File: src/rtl/dmem_pkg.sv
// dmem_pkg: request bundle and responder FSM states shared by the data path and the responder
package dmem_pkg;
  typedef struct packed {
    logic       req;
    logic       we;
    logic [7:0] addr;
    logic [7:0] wdata;
  } DMemCtrl;
  typedef enum logic [1:0] {IDLE, WAIT, RESP} dmem_state_e;
endpackage

File: src/rtl/dmem_array.sv
// dmem_array: DEPTH x 8 storage, synchronous write port and registered read port
module dmem_array #(
  parameter int DEPTH = 256
) (
  input  logic       clk,
  input  logic       rst,
  input  logic       i_we,
  input  logic       i_re,
  input  logic       i_clr,
  input  logic [7:0] i_addr,
  input  logic [7:0] i_wdata,
  output logic [7:0] o_rdata
);
  localparam int AW = DEPTH > 1 ? $clog2(DEPTH) : 1;
  logic [7:0]    r_mem [DEPTH];
  logic [7:0]    r_rdata;
  logic [AW-1:0] w_idx;
  assign w_idx   = i_addr[AW-1:0];
  assign o_rdata = r_rdata;
  // write port: contents survive reset
  always_ff @(posedge clk)
    if (i_we) r_mem[w_idx] <= i_wdata;
  // read register: cleared by reset or an out-of-range access, otherwise holds until the next read
  always_ff @(posedge clk)
    if (rst || i_clr) r_rdata <= 8'h00;
    else if (i_re) r_rdata <= r_mem[w_idx];
endmodule

File: src/rtl/dmem_responder.sv
// dmem_responder: fixed-latency data memory responder (IDLE -> WAIT -> RESP) around dmem_array
module dmem_responder
  import dmem_pkg::*;
#(
  parameter int DEPTH       = 256,
  parameter int WAIT_CYCLES = 1
) (
  input  logic       clk,
  input  logic       rst,
  input  DMemCtrl    dmem_ctrl,
  output logic [7:0] dmem_out,
  output logic       dmem_ack,
  output logic       dmem_err,
  output logic       busy
);
  localparam logic [3:0] CNT_INIT = 4'(WAIT_CYCLES > 0 ? WAIT_CYCLES - 1 : 0);
  dmem_state_e r_state;
  logic [3:0]  r_cnt;
  logic        r_we, r_ack, r_err;
  logic [7:0]  r_addr, r_wdata;
  logic        w_start, w_enter_resp, w_cur_we, w_in_range, w_lat_in_range;
  logic [7:0]  w_cur_addr, w_cur_wdata;
  // with zero wait the access completes on the capture edge, so the live request is used instead of the latch
  always_comb begin
    w_start        = r_state == IDLE && dmem_ctrl.req;
    w_enter_resp   = (w_start && WAIT_CYCLES == 0) || (r_state == WAIT && r_cnt == 4'd0);
    w_cur_we       = r_state == IDLE ? dmem_ctrl.we : r_we;
    w_cur_addr     = r_state == IDLE ? dmem_ctrl.addr : r_addr;
    w_cur_wdata    = r_state == IDLE ? dmem_ctrl.wdata : r_wdata;
    w_in_range     = {1'b0, w_cur_addr} < 9'(DEPTH);
    w_lat_in_range = {1'b0, r_addr} < 9'(DEPTH);
  end
  // state, wait counter and the ack/err strobes issued on the edge that ends RESP
  always_ff @(posedge clk)
    if (rst) begin
      r_state <= IDLE;
      r_cnt   <= 4'd0;
      r_ack   <= 1'b0;
      r_err   <= 1'b0;
    end else begin
      r_state <= w_enter_resp ? RESP : w_start ? WAIT : r_state == RESP ? IDLE : r_state;
      r_cnt   <= w_start ? CNT_INIT : (r_state == WAIT && r_cnt != 4'd0) ? r_cnt - 4'd1 : r_cnt;
      r_ack   <= r_state == RESP;
      r_err   <= r_state == RESP && !w_lat_in_range;
    end
  // request fields are captured only when a request is accepted, so they are frozen while busy
  always_ff @(posedge clk)
    if (!rst && w_start) begin
      r_we    <= dmem_ctrl.we;
      r_addr  <= dmem_ctrl.addr;
      r_wdata <= dmem_ctrl.wdata;
    end
  dmem_array #(.DEPTH(DEPTH)) u_array (
    .clk     (clk),
    .rst     (rst),
    .i_we    (!rst && w_enter_resp && w_cur_we && w_in_range),
    .i_re    (!rst && w_enter_resp && !w_cur_we && w_in_range),
    .i_clr   (w_enter_resp && !w_in_range),
    .i_addr  (w_cur_addr),
    .i_wdata (w_cur_wdata),
    .o_rdata (dmem_out)
  );
  assign dmem_ack = r_ack;
  assign dmem_err = r_err;
  assign busy     = r_state != IDLE;
endmodule

File: config.mk
export PLATFORM = sky130hd
export DESIGN_NAME = dmem_responder
export DESIGN_NICKNAME = d
export VERILOG_FILES = /design/src/rtl/dmem_pkg.sv /design/src/rtl/dmem_array.sv /design/src/rtl/dmem_responder.sv
export SDC_FILE = /design/constraint.sdc
export NUM_CORES = 2
export LEC_CHECK = 0
export BUFFER_PORTS_ARGS = -buffer_cell sky130_fd_sc_hd__buf_2
export CAP_MARGIN = 10
export CORE_MARGIN = 2
export CORE_UTILIZATION = 45
export DETAILED_ROUTE_END_ITERATION = 6
export SYNTH_ARGS = -nofsm -noshare
export SYNTH_HDL_FRONTEND = slang
export SYNTH_HIERARCHICAL = 1
export SYNTH_SLANG_ARGS = --single-unit
File: constraint.sdc
create_clock -name clk -period 5 [get_ports clk]
set_clock_uncertainty 0.05 [all_clocks]
set_input_delay 1 -clock clk [delete_from_list [all_inputs] [get_ports clk]]
set_output_delay 1 -clock clk [all_outputs]
set_load 0.02 [all_outputs]
# [After elaboration in Yosys (flattened, before gate mapping)]
# Memory sizes are Yosys's and may differ from the RTL's. A register that Yosys moved wholly into a read port is not among the register bits.
# Cells that the tools add are included.
[totals] elab_cells=36 in_bits=20 output_inout_bits=11 ram_bits=2048 n_memories=1 reg_bits=24
[classes] reduce_logical=17 eq_ne=2 n_mux=8 n_addsub=1
[memory_table] memory="u_array.r_mem" words=256 word_bits=8 read_ports=1 rd_ports_with_merged_regs=1 write_ports=1 line_no="dmem_array.sv:15" text="logic [7:0] r_mem [DEPTH];"
[ops] operator="2-to-1 mux 8 bit" n=2
[ops] operator="logical AND 1 bit" n=7
[ops] operator="2-to-1 mux 2 bit" n=3
[ops] operator="logical NOT 4 bit" n=1
[ops] operator="nonzero test 2 bit" n=2
[ops] operator="nonzero test 4 bit" n=1
[ops] operator="OR reduction 2 bit" n=2
[ops] operator="subtractor 4 x 1 -> 4 bit (second input constant)" n=1
[ops] operator="2-to-1 mux 1 bit" n=3
[ops] operator="nonzero test 3 bit" n=1
[ops] operator="== test 2 x 1 -> 1 bit (second input constant)" n=1
[ops] operator="== test 2 bit (second input constant)" n=1
[ops] operator="logical NOT 1 bit" n=2
[ops] operator="logical NOT 2 bit" n=1

# [Depth between registers and ports, before layout]
[depth] depth_word=6 depth_mapped=14 ltp_nobuf=9

# [Hierarchy]
# The synthesis kept the hierarchy.
[modules_own_cells] mod="dmem_array" cells_per_inst=3744 area_per_inst_um2=79612.6 seq_area_each_um2=61659.1 instances=1
[modules_own_cells] mod="dmem_responder" cells_per_inst=81 area_per_inst_um2=1081.0 seq_area_each_um2=650.6 instances=1

# [Worst setup path before layout]
# OpenSTA, ideal clock, no wires.
[synth_path] kind="input to register" startpoint="input port dmem_ctrl[13] in the netlist's numbering" endpoint="memory u_array.r_mem[198][0], enable pin" path_buffers=6 setup_time_ns=0.383 arrival_ns=3.331 cell_stages=10 t_required_ns=4.567 setup_slack_ns=1.235 cell_sequence="mux2_2 > clkbuf_1 > buf_2 > buf_4 > buf_2 > buf_2 > nor2_1 > nand4_1 > clkbuf_1 > nor3_1"
[synth_between] elab_chain_len=1
[synth_lines] item="from (decl)" line_no="dmem_responder.sv:10" text="input DMemCtrl dmem_ctrl,"
[synth_lines] item="2-to-1 mux 8 bit" line_no="dmem_responder.sv:28" text="w_cur_addr = r_state == IDLE ? dmem_ctrl.addr : r_addr;"
[synth_lines] item="to (decl)" line_no="dmem_array.sv:15"
# Every way passes these cells.

# [Final worst setup path]
[layout_path] startpoint="register r_state[1]" endpoint="register u_array.r_rdata[5], in the netlist u_array/o_rdata[5], read port of u_array.r_mem"
[layout_between] word_cells_on_any_way=8 classes_between="1 x eq/ne; 2 x mux; 5 x reduce/logical"
[layout_rtl] item="from (decl)" line_no="dmem_responder.sv:17" text="dmem_state_e r_state;"
[layout_rtl] item="from (signal assigned)" line_no="dmem_responder.sv:41" text="r_state <= w_enter_resp ? RESP : w_start ? WAIT : r_state == RESP ? IDLE : r_state;"
[layout_rtl] item="logical NOT 2 bit" line_no="dmem_responder.sv:28"
[layout_rtl] item="2-to-1 mux 8 bit" line_no="dmem_responder.sv:28"
[layout_rtl] item="via w_cur_addr[0]" line_no="dmem_responder.sv:22" text="logic [7:0] w_cur_addr, w_cur_wdata;"
[layout_rtl] item="to (decl)" line_no="dmem_array.sv:16" text="logic [7:0] r_rdata;"
# The timed path passes the listed nets, and every way through them passes these cells.
# A chain may end at the register's enable or synchronous reset.

==> results.ini <==
[die]
rows = 155
die_area_um2 = 183000
die_h_um = 427
ios = 31
start_util = 0.453
die_w_um = 427
core_um2 = 178000

[sta]
fmax_ghz = 0.214
setup-violations-final = 0
slew_viol_final = 0
fin_crit_ns = 4.67
worst_slew_pin_slew_ns = 1.24
min_period_over_period = 0.934
hold_viol_final = 0
grt_setup_unrepaired = no
slew_headroom = 0.175
fin_hold_ws_ns = 0.279

[synthesis]
synthAdderAreaFrac = 0.000310
yosys-top-cells-area = edfxtp_1 77%, mux4_2 13%, mux2i_1 1.4%
synth_largest_area_cell = edfxtp_1
yosys-mux-area-fraction = 0.147
synth_xor_xnor_area_share = 0
ys_warn_count = 6
synth_most_common_cell = edfxtp_1
synth_compound_gate_area_share = 0.0347
synth_edf_count = 2065
netlist.area_leader.share = 0.768
synthFlopType = edfxtp_1
postSynth.asyncResetShare = 0
ys_ff_latch = 2080
ys_types = 66
synth_commonest_cells = 2065 x edfxtp_1, 450 x mux4_2, 251 x nor2_1
synth_top_family_by_area = multiplexers
synthesis.area_um2 = 80700
synth-seq-area-share = 0.772
syn-instance-count = 3825
postSynthAreaPerCell_um2 = 21.1
synth-simple-area-share = 0.0290

[route]
routed_wl_um = 209000
post_drt_wl_per_cell_um = 30.8
ant_nets = 0
viasPerCell = 6.05
drt-pass1-iter-count = 5
drc = 0
detailroute.via_count = 41000
drtIter0Drc = 5288

[cts]
clk_pin_slew_worst_paths_ns = 0.06
htreeDepth = 4
clk_latency_ns = 0.85
cts_tree = built
hold_buffers = 0
numCtsBuffers = 207
clock-sinks = 2080
post_cts_resized = 0
post_cts_buffers = 0
root_buffer = clkbuf_16
clockBufferDepth = 3

[finish]
nets = 4281
syn2layout_area_growth_pct = 15.1
drive_above_1_share = 0.286
nFillCells = 13800
antenna_cells = 0

[global_route]
grt_pass1_wl_um = 299000
grt_max_degree = 160
grt_overflow = 0
grtUsageTotal = 0.230
grt_pass1_vias = 40700
grt_antenna_before_repair = 4

[worst_setup_path]
worstPathRequired_ns = 5.66
crit_arrival_ns = 5.33
path_class = flip-flop to flip-flop
ff2ff_path_depth = 11
crit_fanout = 47
cp-start-kind = flip-flop
end_kind = flip-flop
ff2ff_setup_slack_ns = 0.33
r2r-start = r_state[1]$_SDFFE_PP0P_
timing.rr.end = u_array/o_rdata[5]$_SDFFE_PP0P_

[power_and_ir_drop]
power_uw = 37700
powerDensity_nw_per_um2 = 406
peakVddDrop_v = 0.000304
p_leak_uw = 0.0293

[min_path]
hold_depth = 1
hold_path.class = input pin to flip-flop
hp-start = dmem_ctrl[16]
hold_end = r_we$_DFFE_PP_

[place]
hpwl_um = 132000
globalplace.congestion = 0.876
io_buffers = 29

[flow_run]
max-cap-violations = 0

[outcome]
outcome = finished clean

[registers in the layout (all words and copies together), names as in the netlist]
name             count
r_wdata              8
r_we                 1
r_cnt                4
r_state              2
dmem_ack             1
r_addr               8
u_array/o_rdata      8
u_array/r_mem     2048
[per-stage QoR]
stage,cells,setup WS [ns],instance area [µm²],TNS (ns),util
after global placement,6403,-0.0859,86200,-0.0859,0.484
final,6789,0.331,92800,0,0.521
after CTS,6789,0.259,92800,0,0.521
after floorplan,3826,1.24,80700,0,-
after global routing,6789,0.205,92800,0,0.521
after detailed placement,6405,0.150,86300,0,0.484
[worst max-delay path by stage]
stage | cells after the start | start | to | slack [ns]
3_5_place_dp | 11 | dmem_ctrl[8] | u_array/o_rdata[5]$_SDFFE_PP0P_ | 0.15
5_1_grt | 11 | r_state[1]$_SDFFE_PP0P_ | u_array/o_rdata[5]$_SDFFE_PP0P_ | 0.20
6_report | 11 | r_state[1]$_SDFFE_PP0P_ | u_array/o_rdata[5]$_SDFFE_PP0P_ | 0.33
2_1_floorplan | 10 | dmem_ctrl[13] | u_array/r_mem[198][0]$_DFFE_PP_ | 1.24
3_3_place_gp | 10 | dmem_ctrl[8] | u_array/o_rdata[6]$_SDFFE_PP0P_ | -0.09
4_1_cts | 11 | r_state[1]$_SDFFE_PP0P_ | u_array/o_rdata[5]$_SDFFE_PP0P_ | 0.26
[cell type report]
type	count	area [µm²]	share of cell area
tap	2355	2950	0.0317
multi-input combinational	1500	17200	0.185
clock inverter	108	1070	0.0115
timing repair buffer	462	3760	0.0405
inverter	8	30.0	0.000323
clock buffer	276	5510	0.0593
sequential	2080	62300	0.671
[logic make-up (layout without fill, tap and decap cells)]
group                    Yosys count  in the layout
AND/OR/NAND/NOR                  495            495
flip-flops                      2080           2080
adder cells (fa/ha/maj)            2              2
buffers and inverters            246            854
AO/OA/AOI/OAI                    386            386
multiplexers                     615            615
other                              1              2
[metal layers]
metal,vias up,track usage,wire length (µm)
met5,-,0,0
met4,0,0.0752,6650
li1,17000,-,-
met2,1893,0.357,98300
met3,294,0.0389,17000
met1,21900,0.334,87400
[cells in the final DEF, fill, tap and decap left out, drive strengths merged, types with 32 or more instances in the layout]
cell type	instances
nor3	64
o21ai	38
mux2	53
o22ai	101
clkbuf	276
a22oi	70
nand2	37
edfxtp	2065
clkinv	77
mux2i	112
nand3	32
mux4	450
buf	461
nor2	252
[power breakdown]
group / internal (µW) / switching [µW]
Combinational: 1120 / 2060
Clock: 8500 / 6610
Sequential: 19400 / 10.4
[worst max-delay path, cell delays in order, from the launching register on]
cell and delay (ns):
dfxtp_1 0.41, nor2_4 0.43, mux2_8 0.79, buf_12 0.34, buf_4 0.23, mux4_2 0.50
a22o_1 0.25, a221oi_1 0.31, a31oi_1 0.16, nor4_1 0.63, buf_4 0.23, o22ai_1 0.08
Note: power is estimated with default switching activity, not from simulation.
